<file path="src/rtl/des_pkg.sv">
// DES constants shared by the round sequencer: permutation/S-box tables, shift schedule,
// FSM state type and the bit-permutation helpers (table entries use DES 1-based MSB-first numbering).
package des_pkg;

  localparam int BLOCK_W  = 64;
  localparam int HALF_W   = 32;
  localparam int SUBKEY_W = 48;
  localparam int CD_W     = 56;

  typedef enum logic [1:0] {IDLE, ROUND, DONE} state_t;

  localparam int SHIFTS [16] = '{1,1,2,2,2,2,2,2,1,2,2,2,2,2,2,1};

  localparam int IP_T [64] = '{
    58,50,42,34,26,18,10,2, 60,52,44,36,28,20,12,4, 62,54,46,38,30,22,14,6, 64,56,48,40,32,24,16,8,
    57,49,41,33,25,17,9,1, 59,51,43,35,27,19,11,3, 61,53,45,37,29,21,13,5, 63,55,47,39,31,23,15,7};
  localparam int FP_T [64] = '{
    40,8,48,16,56,24,64,32, 39,7,47,15,55,23,63,31, 38,6,46,14,54,22,62,30, 37,5,45,13,53,21,61,29,
    36,4,44,12,52,20,60,28, 35,3,43,11,51,19,59,27, 34,2,42,10,50,18,58,26, 33,1,41,9,49,17,57,25};
  localparam int E_T [48] = '{
    32,1,2,3,4,5, 4,5,6,7,8,9, 8,9,10,11,12,13, 12,13,14,15,16,17,
    16,17,18,19,20,21, 20,21,22,23,24,25, 24,25,26,27,28,29, 28,29,30,31,32,1};
  localparam int P_T [32] = '{
    16,7,20,21,29,12,28,17, 1,15,23,26,5,18,31,10, 2,8,24,14,32,27,3,9, 19,13,30,6,22,11,4,25};
  localparam int PC1_T [56] = '{
    57,49,41,33,25,17,9, 1,58,50,42,34,26,18, 10,2,59,51,43,35,27, 19,11,3,60,52,44,36,
    63,55,47,39,31,23,15, 7,62,54,46,38,30,22, 14,6,61,53,45,37,29, 21,13,5,28,20,12,4};
  localparam int PC2_T [48] = '{
    14,17,11,24,1,5, 3,28,15,6,21,10, 23,19,12,4,26,8, 16,7,27,20,13,2,
    41,52,31,37,47,55, 30,40,51,45,33,48, 44,49,39,56,34,53, 46,42,50,36,29,32};

  // Each row is one S-box, indexed by {b5,b0,b4..b1} (row*16 + column).
  localparam int SBOX [8][64] = '{
    '{14,4,13,1,2,15,11,8,3,10,6,12,5,9,0,7,  0,15,7,4,14,2,13,1,10,6,12,11,9,5,3,8,
      4,1,14,8,13,6,2,11,15,12,9,7,3,10,5,0,  15,12,8,2,4,9,1,7,5,11,3,14,10,0,6,13},
    '{15,1,8,14,6,11,3,4,9,7,2,13,12,0,5,10,  3,13,4,7,15,2,8,14,12,0,1,10,6,9,11,5,
      0,14,7,11,10,4,13,1,5,8,12,6,9,3,2,15,  13,8,10,1,3,15,4,2,11,6,7,12,0,5,14,9},
    '{10,0,9,14,6,3,15,5,1,13,12,7,11,4,2,8,  13,7,0,9,3,4,6,10,2,8,5,14,12,11,15,1,
      13,6,4,9,8,15,3,0,11,1,2,12,5,10,14,7,  1,10,13,0,6,9,8,7,4,15,14,3,11,5,2,12},
    '{7,13,14,3,0,6,9,10,1,2,8,5,11,12,4,15,  13,8,11,5,6,15,0,3,4,7,2,12,1,10,14,9,
      10,6,9,0,12,11,7,13,15,1,3,14,5,2,8,4,  3,15,0,6,10,1,13,8,9,4,5,11,12,7,2,14},
    '{2,12,4,1,7,10,11,6,8,5,3,15,13,0,14,9,  14,11,2,12,4,7,13,1,5,0,15,10,3,9,8,6,
      4,2,1,11,10,13,7,8,15,9,12,5,6,3,0,14,  11,8,12,7,1,14,2,13,6,15,0,9,10,4,5,3},
    '{12,1,10,15,9,2,6,8,0,13,3,4,14,7,5,11,  10,15,4,2,7,12,9,5,6,1,13,14,0,11,3,8,
      9,14,15,5,2,8,12,3,7,0,4,10,1,13,11,6,  4,3,2,12,9,5,15,10,11,14,1,7,6,0,8,13},
    '{4,11,2,14,15,0,8,13,3,12,9,7,5,10,6,1,  13,0,11,7,4,9,1,10,14,3,5,12,2,15,8,6,
      1,4,11,13,12,3,7,14,10,15,6,8,0,5,9,2,  6,11,13,8,1,4,10,7,9,5,0,15,14,2,3,12},
    '{13,2,8,4,6,15,11,1,10,9,3,14,5,0,12,7,  1,15,13,8,10,3,7,4,12,5,6,11,0,14,9,2,
      7,11,4,1,9,12,14,2,0,6,10,13,15,3,5,8,  2,1,14,7,4,10,8,13,15,12,9,0,3,5,6,11}};

  function automatic logic [63:0] ip(input logic [63:0] x);
    logic [63:0] y;
    for (int i = 0; i < 64; i++) y[63-i] = x[64-IP_T[i]];
    return y;
  endfunction

  function automatic logic [63:0] fp(input logic [63:0] x);
    logic [63:0] y;
    for (int i = 0; i < 64; i++) y[63-i] = x[64-FP_T[i]];
    return y;
  endfunction

  function automatic logic [47:0] e_expand(input logic [31:0] x);
    logic [47:0] y;
    for (int i = 0; i < 48; i++) y[47-i] = x[32-E_T[i]];
    return y;
  endfunction

  function automatic logic [31:0] p_perm(input logic [31:0] x);
    logic [31:0] y;
    for (int i = 0; i < 32; i++) y[31-i] = x[32-P_T[i]];
    return y;
  endfunction

  function automatic logic [55:0] pc1(input logic [63:0] x);
    logic [55:0] y;
    for (int i = 0; i < 56; i++) y[55-i] = x[64-PC1_T[i]];
    return y;
  endfunction

  function automatic logic [47:0] pc2(input logic [55:0] x);
    logic [47:0] y;
    for (int i = 0; i < 48; i++) y[47-i] = x[56-PC2_T[i]];
    return y;
  endfunction

  function automatic logic [3:0] sbox(input int n, input logic [5:0] b);
    int v;
    v = SBOX[n][{b[5], b[0], b[4:1]}];
    return v[3:0];
  endfunction

  function automatic logic [27:0] rotl28(input logic [27:0] x, input int n);
    return (n == 2) ? {x[25:0], x[27:26]} : {x[26:0], x[27]};
  endfunction

  function automatic logic [27:0] rotr28(input logic [27:0] x, input int n);
    return (n == 2) ? {x[1:0], x[27:2]} : {x[0], x[27:1]};
  endfunction

endpackage

</file>
<file path="src/rtl/des_round_f.sv">
// DES f-function: E-expand, subkey XOR, eight S-boxes, P. Purely combinational,
// no handshake; shared by every round of the sequencer.
module des_round_f
  import des_pkg::*;
(
  input  logic [HALF_W-1:0]   r,
  input  logic [SUBKEY_W-1:0] k,
  output logic [HALF_W-1:0]   f
);

  logic [SUBKEY_W-1:0] x;
  logic [HALF_W-1:0]   s;

  always_comb begin
    x = e_expand(r) ^ k;
    s = '0;
    for (int i = 0; i < 8; i++) s[31-4*i -: 4] = sbox(i, x[47-6*i -: 6]);
    f = p_perm(s);
  end

endmodule

</file>
<file path="src/rtl/des_round_sequencer.sv">
// Iterative DES, one round per cycle: out_valid rises ROUNDS edges after accept; in_ready is low
// from accept until the result is retired, and the result is held until out_ready. Option: DES_KEY_CLEAR_EN.
module des_round_sequencer
  import des_pkg::*;
#(
  parameter int ROUNDS = 16
)(
  input  logic               clk,
  input  logic               rst,
  input  logic               in_valid,
  output logic               in_ready,
  input  logic [BLOCK_W-1:0] in_block,
  input  logic [BLOCK_W-1:0] in_key,
  input  logic               in_decrypt,
  output logic               out_valid,
  input  logic               out_ready,
  output logic [BLOCK_W-1:0] out_block,
  output logic [3:0]         round_idx
);

  state_t               state_q, state_d;
  logic [HALF_W-1:0]    l_q, r_q, f_out, r_nxt;
  logic [CD_W/2-1:0]    c_q, d_q, c_rot, d_rot;
  logic [SUBKEY_W-1:0]  subkey;
  logic [BLOCK_W-1:0]   out_q, ip_blk;
  logic [CD_W-1:0]      pc1_key;
  logic [3:0]           cnt_q;
  logic                 mode_q, last_round;

  assign ip_blk     = ip(in_block);
  assign pc1_key    = pc1(in_key);
  assign last_round = (cnt_q == 4'(ROUNDS - 1));

  // Decrypt walks the schedule backwards: round 0 uses the accept-time C/D (equal to C16/D16).
  always_comb begin
    c_rot = c_q;
    d_rot = d_q;
    if (!mode_q) begin
      c_rot = rotl28(c_q, SHIFTS[cnt_q]);
      d_rot = rotl28(d_q, SHIFTS[cnt_q]);
    end else if (cnt_q != 4'd0) begin
      c_rot = rotr28(c_q, SHIFTS[16 - int'(cnt_q)]);
      d_rot = rotr28(d_q, SHIFTS[16 - int'(cnt_q)]);
    end
  end

  assign subkey = pc2({c_rot, d_rot});

  des_round_f u_round_f (
    .r (r_q),
    .k (subkey),
    .f (f_out)
  );

  assign r_nxt = l_q ^ f_out;

  always_ff @(posedge clk or posedge rst) begin
    if (rst) state_q <= IDLE;
    else     state_q <= state_d;
  end

  always_comb begin
    state_d   = state_q;
    in_ready  = 1'b0;
    out_valid = 1'b0;
    unique case (state_q)
      IDLE: begin
        in_ready = 1'b1;
        if (in_valid) state_d = ROUND;
      end
      ROUND: if (last_round) state_d = DONE;
      DONE: begin
        out_valid = 1'b1;
        if (out_ready) state_d = IDLE;
      end
      default: state_d = IDLE;
    endcase
  end

  always_ff @(posedge clk or posedge rst) begin
    if (rst) begin
      l_q    <= '0;
      r_q    <= '0;
      c_q    <= '0;
      d_q    <= '0;
      cnt_q  <= '0;
      mode_q <= 1'b0;
      out_q  <= '0;
    end else if (state_q == IDLE && in_valid) begin
      l_q    <= ip_blk[63:32];
      r_q    <= ip_blk[31:0];
      c_q    <= pc1_key[55:28];
      d_q    <= pc1_key[27:0];
      mode_q <= in_decrypt;
      cnt_q  <= '0;
    end else if (state_q == ROUND) begin
      l_q <= r_q;
      r_q <= r_nxt;
      c_q <= c_rot;
      d_q <= d_rot;
      if (last_round) begin
        cnt_q <= '0;
        // Final swap folded in: FP is applied to R16||L16.
        out_q <= fp({r_nxt, r_q});
`ifdef DES_KEY_CLEAR_EN
        c_q    <= '0;
        d_q    <= '0;
        mode_q <= 1'b0;
`endif
      end else begin
        cnt_q <= cnt_q + 4'd1;
      end
    end
  end

  assign out_block = out_q;
  assign round_idx = (state_q == ROUND) ? cnt_q : 4'd0;

endmodule
</file>
<file path="config.mk">
export PLATFORM = sky130hd
export DESIGN_NAME = des_round_sequencer
export DESIGN_NICKNAME = d
export VERILOG_FILES = /design/src/rtl/des_pkg.sv /design/src/rtl/des_round_f.sv /design/src/rtl/des_round_sequencer.sv
export SDC_FILE = /design/constraint.sdc
export NUM_CORES = 1
export LEC_CHECK = 0
export BUFFER_PORTS_ARGS = -buffer_cell sky130_fd_sc_hd__buf_4
export CORE_MARGIN = 3
export CORE_UTILIZATION = 25
export CTS_CLUSTER_DIAMETER = 200
export DETAILED_ROUTE_END_ITERATION = 16
export PLACE_DENSITY_LB_ADDON = 0.25
export SYNTH_ARGS = -nofsm -noshare
export SYNTH_HDL_FRONTEND = slang
export SYNTH_SLANG_ARGS = --single-unit
</file>
<file path="constraint.sdc">
create_clock -name clk -period 15.87 [get_ports clk]
set_clock_uncertainty 0.2 [all_clocks]
set_input_delay 0.7935 -clock clk [delete_from_list [all_inputs] [get_ports clk]]
set_output_delay 0.7935 -clock clk [all_outputs]
set_load 0.005 [all_outputs]
</file>
# Yosys cells after proc, flatten, opt, wreduce, memory -nomap -nowiden
# Memories as Yosys holds them, arrays and structs flattened.
# Index checks and enable logic that the tools add are counted.
# W data, S select, Z words.
# word_totals
register_bits	191
romBits	17408
input_bits	133
output_inout_bits	70
wordCells	107
mem_count	10
# classes
n_addsub	2
order_cmp	10
n_eq_ne	9
n_mux	46
bitwise	13
n_reduce_logical	7
# memory_table
name	depth	width	rd	rd_clocked_by_memory_dff	wr	line_no	source
(no name shown)	64	32	1	0	0	des_pkg.sv:89	v = SBOX[n][{b[5], b[0], b[4:1]}];
(no name shown)	64	32	1	0	0	des_pkg.sv:89	
(no name shown)	64	32	1	0	0	des_pkg.sv:89	
(no name shown)	64	32	1	0	0	des_pkg.sv:89	
(no name shown)	64	32	1	0	0	des_pkg.sv:89	
(no name shown)	64	32	1	0	0	des_pkg.sv:89	
+4 memories	--	--	--	--	--	--	
# op_table
operator	count
$mux W28	12
$mux W32	8
$mux W4	20
$eq A32 B3 Y1 const B	2
$ge A7 B7 Y1 const B	8
$not A6 Y7	8
$xor A48 B48 Y48	1
$ge A32 B5 Y1 const B	1
$not A32 Y32	1
$xor A32 B32 Y32	1
$mux W2	3
$ne A2 B2 Y1 const B	3
$pmux W2 S3	1
$reduce_and A3 Y1	2
$sub A5 B4 Y6 const A	1
$ge A5 B5 Y1 const B	1
$not A4 Y5	1
$add A4 B1 Y4 const B	1
$eq A4 B4 Y1 const B	1
$reduce_bool A4 Y1	1
$ne A3 B1 Y1 const B	1
$eq A2 B1 Y1 const B	1
$eq A2 B2 Y1 const B	1
$logic_not A2 Y1	1
5 further kinds	6

# Logic depth before layout (Yosys ltp)
# Gate-level depths: netlist (run 1).
# logic_depth
word_depth	17
ltp_mapped	23
ltp_nobuf	18

# Hierarchy
# A second synthesis (run 1) with hierarchy kept.
# unflattened
hier_cells	1933
hier_area_um2	16519.6
# modules_own_cells
mod	n_inst	cells_per_inst	area_per_inst_um2	seq_area_each_um2
des_round_sequencer	1	1188	11554.8	4779.6
des_round_f	1	745	4964.8	0.0

# Worst setup path after synthesis (run 1)
# OpenSTA, ideal clock, no wires.
# synth_path
kind	reg-to-reg
startpoint	register cnt_q[0]
endpoint	register out_q[18], in the netlist out_block[18]
setup_ps	125
t_arrival_ps	4462
required_ps	15545
path_slack_ps	11083
path_stages_with_launch	24
n_path_buf	5
synth_period_minus_slack_ps	4787
cell_sequence	dfrtp_1 > buf_6 > inv_1 > ha_1 > buf_6 > mux2_2 > a22oi_2 > buf_4 > buf_6 > buf_6 > mux2i_1 > mux2i_1 > o221ai_1 > xnor2_2 > inv_2 > ha_1 > nor2b_1 > o311ai_0 > o31ai_1 > a221o_1 > o41ai_1 > o22ai_1 > xor2_1 > mux2_2
# synth_between
elab_chain_len	15
word_cells_on_any_way	24
classes_between	add/sub (1); eq/ne (3); mux (10); bitwise (5); reduce/logical (2); memory (3)
# synth_rtl
item	line_no	source
start, declared	des_round_sequencer.sv:27	logic [3:0] cnt_q;
start signal, assigned	des_round_sequencer.sv:111	cnt_q <= cnt_q + 4'd1;
$sub A5 B4 Y6	des_round_sequencer.sv:43	d_rot = rotr28(d_q, SHIFTS[16 - int'(cnt_q)]);
$not A32 Y32 (not written as such)	des_round_sequencer.sv:43	
$mem_v2 Z16 W32	--	
$mux W32 (not written as such) (2 in a row)	des_round_sequencer.sv:43	
$eq A32 B3 Y1	des_pkg.sv:98	return (n == 2) ? {x[1:0], x[27:2]} : {x[0], x[27:1]};
$mux W28	des_pkg.sv:98	
$mux W28	des_round_sequencer.sv:41	end else if (cnt_q != 4'd0) begin
$mux W28	des_round_sequencer.sv:38	if (!mode_q) begin
$xor A48 B48 Y48	des_round_f.sv:15	x = e_expand(r) ^ k;
$not A6 Y7 (not written as such)	des_pkg.sv:89	
$mem_v2 Z64 W32	--	
$mux W4 (not written as such) (2 in a row)	des_pkg.sv:89	
$xor A32 B32 Y32	des_round_sequencer.sv:55	assign r_nxt = l_q ^ f_out;
end signal, assigned	des_round_sequencer.sv:104	out_q <= fp({r_nxt, r_q});
end, declared	des_round_sequencer.sv:25	logic [BLOCK_W-1:0] out_q, ip_blk;
# Parallel ways exist; a longest one is shown, timed or not. The select of a mux whose other input is x is not followed.
# A chain may end at the register's enable or synchronous reset.

# Worst setup path in the final report (run 1)
# layout_path
startpoint	register cnt_q[1]
endpoint	register out_q[18], in the netlist out_block[18]
# The elaborated chain is that of the path after synthesis.

==> parameters.txt, run 1 <==
Parameter                              Value

Status
  Run status    completed

Synthesis
  Synth Cell Area    16520 um2
  Yosys reg bits    191
  Unique cell type count in the Yosys netlist    96
  Portion of the post-synthesis area used by sequential elements    ~29%
  Top_reg_cell synth    dfrtp_1
  Synthesized area per cell    8.474 um2
  Number of instances in the synthesized netlist    1950
  Number of warnings printed during yosys synthesis    0
  Number of enable-type register cells in the synthesized netlist    0
  Nets in the synthesized netlist    approximately 2.2k
  Asr flop ratio synth    100.0%

Finish
  Number of filler cells placed in the layout    a little under 7k
  Fraction of final layout cells with drive strength greater than 1    19.51%
  Multi-input gate area    10830 um2
  Final design utilization    between 20 and 30%
  Final cell area excluding filler cells    ~19000 um2
  Number of nets in the layout    ~2.2k
  Area delta synth->final    15.88%
  Register Area    around 4800 um2
  Number of antenna repair diodes    0

Timing
  Headroom to the max-slew limit    20.77%
  Max Freq    0.1593 GHz
  Hold_ws    between 0.1 and 0.15 ns
  Setup violations, final    0
  Fin Setup TNS    0 ns
  Max-slew violation total from the final report    0
  Clock period minus worst slack    ~6.3 ns
  Setup repair after global routing missed its margin    no
  Number of hold violations in the final report    0
  Fraction of the cycle the final worst path needs    between 30% and 40%
  Actual slew at the worst max-slew pin    approximately 1.2 ns

Routing
  Met3 routed WL    approximately 4300 um
  Number of violations reported at the end of detailed-routing iteration 0    ~1.3k
  Post-detailed-route count of antenna-violating nets    0
  Top routing layer used    met4
  DRC violations left    0
  Vias    15.61k
  Via count normalized by instance count    5.401
  Final routed wire length divided by cell count    21.78 um
  Met2 wire length    approximately 28000 um
  Detailed Routing Iterations Pass 1    5
  Routed wire length    roughly 63000 um
  Routed length on met1    ~28000 um

Worst hold path
  Worst hold path type    in -> async

Floorplan
  Floorplan row count    a little over 90
  Die outline height    approximately 260 um
  Horiz. Die Dim    about 260 um
  Core Footprint    between 60000 and 70000 um2
  I/O pin total    203
  Die area    ~69000 um2
  Effective utilization at floorplan    ~25%

GRT
  Wire length of the first global-routing pass    just under 100000 um
  Number of global-route vias before repair    ~15k
  Overflow left after global routing    0
  Total GRT Usage    17.86%
  Initial antenna violation count    1
  Largest net degree at the start of global routing    93

Setup path
  Critical path startpoint    cnt_q[1]
  Type of element launching the critical path    flop
  Crit path kind    reg -> reg
  Critical path data required time    16.06 ns
  Maximum net fanout on the critical path    29
  Cell-by-cell listing of the critical path    inv_1 > ha_1 > nand2_1 > buf_4 > and2_1 > buf_4 > a32oi_1 > o221ai_1 > xnor2_2 > inv_2 > ha_1 > nor2b_1 > o311ai_0 > o31ai_1 > a221o_1 > o41ai_1 > o22ai_1 > xor2_1 > mux2_2
  Register-to-register setup slack    about 9.6 ns
  Slowest-stage cell, CP    xnor2_2
  Crit path max-delay family    compound AO/OA/AOI/OAI gates
  Data arrival time of the worst path    ~6.5 ns
  Crit Reg-Reg Startpoint    cnt_q[1]
  Kind of end point of the critical path    flop
  WP buf/inv    4
  Delay of the slowest cell on the worst path    approximately 0.6 ns

CTS
  TritonCTS sink count    ~190
  Clock-pin slew of the registers on the worst-case setup and hold paths    around 0.08 ns
  Root Buffer    clkbuf_16
  Number of CTS-inserted buffers    17
  Post-CTS Hold Fix Bufs    0
  Max Buffers Root-to-Sink    2
  Post-CTS Setup Repair Bufs    0
  Number of H-tree levels    4
  CTS tree    built
  Clock insertion delay at the later pin of the skew report    0.51 ns
  PostCTS Resize Cnt    0

Run
  Max-cap viol count    0

Placed design
  Weighted congestion reported at the end of routability-driven placement    0.8941
  Number of buffers added on ports    194
  Estimated wirelength of the detail-placed design    44620 um
  Placement Cell Area    18490 um2
## sequential cells by signal (all words and copies together), names as in the netlist
name       flops
c_q           28
state_q        2
out_block     64
d_q           28
l_q           32
cnt_q          4
r_q           32
mode_q         1
## cells in the mapped netlist (all sizes together) (5+ instances only)
| master | count | area share [%] |
|---|---|---|
| o32a | 13 | 0.88 |
| a311oi | 7 | 0.37 |
| a31oi | 47 | 2.9 |
| o211ai | 26 | 1.2 |
| xnor2 | 73 | 4.8 |
| xor2 | 52 | 3.4 |
| inv | 38 | 0.86 |
| mux4 | 5 | 0.68 |
| o2111ai | 8 | 0.42 |
| o221ai | 19 | 1.0 |
| nand2 | 321 | 7.3 |
| a21o | 21 | 0.95 |
| o21ai | 181 | 5.5 |
| nor4 | 18 | 0.72 |
| nor2 | 118 | 2.7 |
| mux2 | 44 | 3.0 |
| dfrtp | 191 | 29 |
| a221oi | 7 | 0.45 |
| nor3 | 27 | 0.82 |
| nand3b | 29 | 1.3 |
| mux2i | 82 | 5.0 |
| buf | 86 | 3.1 |
| o311ai | 6 | 0.32 |
| a22oi | 102 | 4.7 |
| a22o | 13 | 0.69 |
| ha | 67 | 5.1 |
| and3 | 7 | 0.26 |
| nand2b | 5 | 0.19 |
| clkbuf | 81 | 1.8 |
| nand3 | 51 | 1.7 |
| a21oi | 67 | 2.1 |
| a211oi | 39 | 1.9 |
| a21boi | 5 | 0.23 |
| o32ai | 7 | 0.37 |
| a2111oi | 5 | 0.26 |
| o31ai | 5 | 0.23 |
| o22ai | 7 | 0.26 |
| and2 | 7 | 0.27 |
| or3 | 6 | 0.23 |
| o41ai | 5 | 0.26 |
## metrics by stage
stage / instances / setup slack [ns]
2_1_floorplan: 1950 / 9.678
3_3_place_gp: 2858 / 9.770
3_5_place_dp: 2858 / 9.644
4_1_cts: 2890 / 9.594
5_1_grt: 2890 / 9.061
6_report: 2890 / 9.593
## final timing paths
path                                  to  depth (start not counted)
setup / recovery           out_block[18]                         19
hold / removal             out_block[61]                          2
setup reg to reg           out_block[18]                         19
hold reg to reg            out_block[23]                          2
max in group asynchronous         mode_q                          3
min in group clk              state_q[1]                          2
## layer usage
layer / vias up / GRT usage [%]
met4: 0 / 7.465
met5: - / 0
li1: 7262 / -
met3: 69 / 3.935
met2: 572 / 27.11
met1: 7705 / 24.44
## cell usage in the layout (no fill, tap or decap), drive strengths merged, types with 8 or more instances in the layout
cell type / n
nand2: 321
buf: 220
dfrtp: 191
o21ai: 181
nor2: 118
a22oi: 102
mux2i: 82
xnor2: 73
ha: 67
a21oi: 67
xor2: 52
nand3: 51
a31oi: 47
inv: 46
mux2: 44
a211oi: 39
nand3b: 29
nor3: 27
o211ai: 26
a21o: 21
o221ai: 19
nor4: 18
clkbuf: 17
a22o: 13
o32a: 13
o2111ai: 8
## kinds of logic (layout without fill, tap and decap cells)
| group | Yosys count | in the layout | synth area share [%] |
|---|---|---|---|
| compound gates | 623 | 623 | 27.01 |
| simple gates | 607 | 607 | 16.26 |
| buf+inv | 206 | 291 | 5.830 |
| flops | 191 | 191 | 28.92 |
| mux | 131 | 131 | 8.670 |
| xor+xnor | 125 | 125 | 8.238 |
| fa+ha+maj | 67 | 67 | 5.073 |
## cell type report
cell class                 count  area share [%]
clock buffer                  17           2.222
inverter                      39          0.8037
clock inverter                15           1.235
tap                          855           5.587
multi-input combinational   1553           56.56
timing repair buffer         220           8.625
sequential                   191           24.97
Power of run 1 is left out: the tool's default activity adds up to more than one toggle a clock period on the data nets, which glitch-free logic cannot reach.
==> run 2: changes to the inputs <==
clock period = 5.4 ns   (was 15.87 ns; I/O delays follow)
==> parameters.txt, run 2 (same netlist as run 1, synthesis figures left out) <==
Parameter                              Value

Status
  Run status    completed

CTS
  Clock insertion delay at the later pin of the skew report    0.51 ns (about the same)
  Number of H-tree levels    4 (unchanged)
  TritonCTS sink count    191 (unchanged)
  Number of CTS-inserted buffers    17 (unchanged)
  Max Buffers Root-to-Sink    2 (unchanged)
  Clock-pin slew of the registers on the worst-case setup and hold paths    0.10 ns (+0.02 ns)
  CTS tree    built
  Root Buffer    clkbuf_16

Setup path
  Critical Path Stages    17 (-2)
  FF-to-FF path depth    17 (-2)
  Maximum net fanout on the critical path    30 (+3.4%)
  Register-to-register setup slack    0.32 ns (-9.28 ns)
  Slowest-stage cell, CP    ha_1
  Crit path to    out_block[50]
  Worst reg2reg path endpoint    out_block[50]
  WP buf/inv    4 (unchanged)
  Delay of the slowest cell on the worst path    0.52 ns (-0.08 ns)
  Crit path kind    reg -> reg
  Crit Reg-Reg Startpoint    cnt_q[1]
  Crit path max-delay family    multiplexers
  Data arrival time of the worst path    5.22 ns (-1.24 ns)
  Critical path data required time    5.54 ns (-10.52 ns)
  Cell-by-cell listing of the critical path    inv_1 > ha_1 > mux2_2 > a22oi_2 > buf_12 > buf_4 > mux2_2 > o21ai_0 > a31oi_1 > xnor2_2 > ha_1 > inv_1 > mux4_2 > a211oi_1 > a21oi_1 > xnor2_1 > o21ai_1
  Type of element launching the critical path    flop
  Critical path startpoint    cnt_q[1]
  Kind of end point of the critical path    flop

Floorplan
  Core Footprint    64930 um2 (unchanged)
  Die area    69220 um2 (unchanged)
  Floorplan row count    93 (unchanged)
  Horiz. Die Dim    263.1 um (unchanged)
  Die outline height    263.1 um (unchanged)
  Effective utilization at floorplan    25.45% (unchanged)
  I/O pin total    203 (unchanged)

Run
  Max-cap viol count    0 (unchanged)

Timing
  Setup violations, final    0 (unchanged)
  Clock period minus worst slack    5.084 ns (-1.193 ns)
  Max Freq    0.1967 GHz (+23%)
  Headroom to the max-slew limit    21.76% (+0.98 points)
  Fraction of the cycle the final worst path needs    94.16% (+55 points)
  Fin Setup TNS    0 ns (unchanged)
  Number of hold violations in the final report    0 (unchanged)
  Max-slew violation total from the final report    0 (unchanged)
  Actual slew at the worst max-slew pin    1.174 ns (-0.006279 ns)
  Setup repair after global routing missed its margin    no

Placed design
  Placement Cell Area    18930 um2 (+2.4%)
  Estimated wirelength of the detail-placed design    45860 um (+2.8%)
  Weighted congestion reported at the end of routability-driven placement    0.8708 (-2.6%)
  Number of buffers added on ports    194 (unchanged)

Finish
  Most frequent standard cell in the layout excluding fill and tap cells    nand2_1
  Final design utilization    32.19% (+2.7 points)
  Final cell area excluding filler cells    20900 um2 (+9.2%)
  Number of nets in the layout    2399 (+8.0%)
  Area delta synth->final    26.49%
  Number of antenna repair diodes    0 (unchanged)
  Most frequent cells in the layout    nand2_1, buf_4, dfrtp_1
  Number of flip-flops in the largest register    64 (unchanged)
  Fraction of final layout cells with drive strength greater than 1    20.75% (+1.2 points)

Routing
  Routed wire length    64170 um (+1.9%)
  Number of violations reported at the end of detailed-routing iteration 0    1432 (+7.3%)
  Final routed wire length divided by cell count    20.92 um (-3.9%)
  Vias    16.19k (+3.7%)
  Detailed Routing Iterations Pass 1    6 (+1)
  Post-detailed-route count of antenna-violating nets    0 (unchanged)
  DRC violations left    0 (unchanged)
  Via count normalized by instance count    5.279 (-2.2%)

GRT
  Number of global-route vias before repair    15.72k (+4.2%)
  Total GRT Usage    18.13% (+0.26 points)
  Initial antenna violation count    0 (-1)
  Largest net degree at the start of global routing    169 (+82%)
  Wire length of the first global-routing pass    98050 um (+1.9%)
  Overflow left after global routing    0 (unchanged)

Worst hold path
  Worst hold path type    in -> async
[run 2: changes by cell type in the layout (fill, tap and decap cells not counted), moves of 3 or more]
| cell | delta |
|---|---|
| xnor2_1 | -3 |
| xnor2_4 | +3 |
| inv_8 | -4 |
| inv_6 | +5 |
| buf_12 | +6 |
| dlygate4sd3_1 | +124 |
| buf_4 | +47 |
[run 2: per-layer routing]
layer	up-vias	global-route usage (%)	wire length [um]
met3	66	3.112	3926
met4	0	6.303	1785
met5	-	0	0
li1	7617	-	-
met1	7978	25.22	29230
met2	531	28.27	29220
[run 2: what timing repair did]
| action | CTS | global route |
|---|---|---|
| gates resized for setup | 0 | 13 |
| hold buffers | 124 | 0 |
| buffers inserted | 0 | 3 |
| hold endpoints to repair | 146 | 0 |
| endpoints found under the setup margin | 0 | 17 |
[run 2: worst min-delay path by stage]
| stage | from | endpoint | slack (ns) | cells after the start |
|---|---|---|---|---|
| 6_report | rst | d_q[15] | 0.18 | 3 |
| 5_1_grt | rst | d_q[11] | 0.23 | 3 |
| 4_1_cts | rst | d_q[11] | 0.16 | 3 |
| 3_5_place_dp | rst | d_q[14] | 0.18 | 2 |
| 3_3_place_gp | rst | d_q[14] | 0.17 | 2 |
| 2_1_floorplan | in_decrypt | mode_q | 0.18 | 2 |
[run 2: through the flow]
step | hold WS, ns | cells | setup WS, ns
global route | 0.2262 | 3067 | 0.004401
CTS | 0.1623 | 3064 | 0.1805
global placement | 0.1743 | 2908 | 0.3238
floorplan | 0.1754 | 1950 | 0.6129
detailed placement | 0.1827 | 2908 | 0.1766
finish | 0.1809 | 3067 | 0.3156
[run 2: final cells by class]
type	count	area, um2
inverters	39	150.1
multi-input cells	1553	10920
clock inverters	15	191.4
clock buffers	17	425.4
repair buffers	397	3366
well taps	855	1070
fillers	6877	44030
flip-flops and latches	191	4781
[run 2: worst reg2reg max path, stage by stage, from the launching register on]
cell and delay, ns:
dfrtp_1 0.48, inv_1 0.17, ha_1 0.32, mux2_2 0.30
a22oi_2 0.19, buf_12 0.25, buf_4 0.24, mux2_2 0.34
o21ai_0 0.15, a31oi_1 0.13, xnor2_2 0.29, ha_1 0.52
inv_1 0.12, mux4_2 0.48, a211oi_1 0.24, a21oi_1 0.15
xnor2_1 0.28, o21ai_1 0.08
Power of run 2 is left out for the same reason.
==> run 3: changes to the inputs <==
CTS_BUF_LIST = sky130_fd_sc_hd__clkbuf_8   (was default)
==> parameters.txt, run 3 (same netlist as run 1, synthesis figures left out) <==
Parameter                              Value

Finish
  Fraction of final layout cells with drive strength greater than 1    20.79% (+0.036 points)
  Number of filler cells placed in the layout    6900 (+0.33%)
  Area delta synth->final    25.41%
  Most frequent cells in the layout    nand2_1, buf_4, dfrtp_1
  Number of nets in the layout    2400 (+0.042%)
  Number of flip-flops in the largest register    64 (unchanged)
  Most frequent standard cell in the layout excluding fill and tap cells    nand2_1

Timing
  Actual slew at the worst max-slew pin    1.149 ns (-0.02499 ns)
  Setup violations, final    0 (unchanged)
  Clock period minus worst slack    4.984 ns (-0.1005 ns)
  Fin Setup TNS    0 ns (unchanged)
  Max-slew violation total from the final report    0 (unchanged)
  Headroom to the max-slew limit    23.42% (+1.7 points)
  Max Freq    0.2006 GHz (+2.0%)
  Fraction of the cycle the final worst path needs    92.29% (-1.9 points)
  Setup repair after global routing missed its margin    no
  Number of hold violations in the final report    0 (unchanged)
  Hold_ws    0.08300 ns (-0.09787 ns)

CTS
  Number of H-tree levels    4 (unchanged)
  Root Buffer    clkbuf_8
  TritonCTS sink count    191 (unchanged)
  Max Buffers Root-to-Sink    2 (unchanged)
  CTS tree    built
  Clock insertion delay at the later pin of the skew report    0.60 ns (+0.09 ns)
  Number of CTS-inserted buffers    17 (unchanged)
  Clock-pin slew of the registers on the worst-case setup and hold paths    0.15 ns (+0.05 ns)

Floorplan
  Core Footprint    64930 um2 (unchanged)
  Die area    69220 um2 (unchanged)
  I/O pin total    203 (unchanged)
  Horiz. Die Dim    263.1 um (unchanged)
  Die outline height    263.1 um (unchanged)
  Effective utilization at floorplan    25.45% (unchanged)
  Floorplan row count    93 (unchanged)

GRT
  Largest net degree at the start of global routing    169 (unchanged)
  Total GRT Usage    18.10% (-0.030 points)
  Wire length of the first global-routing pass    98110 um (about the same)
  Number of global-route vias before repair    15.75k (+0.18%)
  Overflow left after global routing    0 (unchanged)
  Initial antenna violation count    1 (+1)

Worst hold path
  Worst hold path type    in -> async

Routing
  Routed wire length    64310 um (+0.22%)
  Detailed Routing Iterations Pass 1    5 (-1)
  Via count normalized by instance count    5.298 (+0.35%)
  Final routed wire length divided by cell count    20.95 um (+0.15%)
  Number of violations reported at the end of detailed-routing iteration 0    1437 (+0.35%)
  DRC violations left    0 (unchanged)
  Post-detailed-route count of antenna-violating nets    0 (unchanged)
  Vias    16.26k (+0.42%)

Placed design
  Estimated wirelength of the detail-placed design    45860 um (unchanged)
  Number of buffers added on ports    194 (unchanged)
  Weighted congestion reported at the end of routability-driven placement    0.8708 (unchanged)

Run
  Max-cap viol count    0 (unchanged)

Setup path
  Type of element launching the critical path    flop
  Data arrival time of the worst path    5.20 ns (-0.02 ns)
  Kind of end point of the critical path    flop
  Critical path data required time    5.61 ns (+0.07 ns)
  Maximum net fanout on the critical path    30 (unchanged)
  Crit path kind    reg -> reg

Status
  Run status    completed
-- run 3: cell count changes in the layout (fill, tap and decap cells not counted) --
| cell | change |
|---|---|
| dfrtp_2 | +1 |
| diode_2 | +1 |
| dfrtp_1 | -1 |
| clkbuf_16 | -17 |
| dlygate4sd3_1 | +1 |
| clkbuf_8 | +17 |
-- run 3: through the flow --
stage / util (%) / setup slack (ns) / cells / cell area [um2]
2_1_floorplan: - / 0.6129 / 1950 / 16530
3_3_place_gp: 29.15 / 0.3238 / 2908 / 18930
3_5_place_dp: 29.15 / 0.1766 / 2908 / 18930
4_1_cts: 31.73 / 0.1806 / 3065 / 20600
5_1_grt: 31.92 / 0.08277 / 3069 / 20720
6_report: 31.92 / 0.4161 / 3069 / 20720
-- run 3: cell type report --
cell class	count	area [um2]	area share, %
Multi-Input combinational cell	1553	10920	52.68
Sequential cell	191	4782	23.08
Timing Repair Buffer	398	3376	16.29
Tap cell	855	1070	5.162
Clock buffer	17	234.0	1.129
Clock inverter	15	191.4	0.9237
Inverter	39	150.1	0.7245
Antenna cell	1	2.502	0.01208
-- run 3: final timing paths --
kind                       cells after the start       endpoint  slack [ns]         start
setup reg to reg                              19  out_block[60]        0.42      cnt_q[1]
hold / removal                                 3        d_q[15]        0.08           rst
setup / recovery                              19  out_block[60]        0.42      cnt_q[1]
max in group asynchronous                      4  out_block[52]        3.48           rst
min in group clk                               3     state_q[1]        0.23     out_ready
hold reg to reg                                2   out_block[3]        0.28  out_block[3]
-- run 3: critical path, stage by stage (launching register included) --
cell       delay, ns
dfrtp_2         0.44
inv_1           0.14
ha_1            0.31
mux2_2          0.30
a22oi_2         0.19
buf_12          0.25
buf_4           0.23
mux2_2          0.34
o21ai_0         0.19
a31oi_1         0.15
xor2_1          0.23
buf_4           0.19
ha_2            0.45
inv_1           0.09
or3_1           0.37
a31oi_1         0.15
a2111oi_0       0.09
a31oi_1         0.25
xnor2_1         0.18
o21ai_1         0.08
-- run 3: routing by layer --
layer  vias to the layer above  wire [um]  part of all wire (%)  track usage (%)
met3                        63       3675                   5.7            2.897
met4                         0       1822                   2.8            6.392
met1                      8027      29400                    46            25.16
met5                         -          0                     0                0
met2                       553      29410                    46            28.36
li1                       7617          -                     -                -
-- run 3: repair_timing --
item                                    CTS  global route
endpoints found under the setup margin    0            17
setup buffers                             0             3
hold endpoints to repair                146             0
hold buffers                            125             0
gates resized for setup                   0            14
Power of run 3 is left out for the same reason.
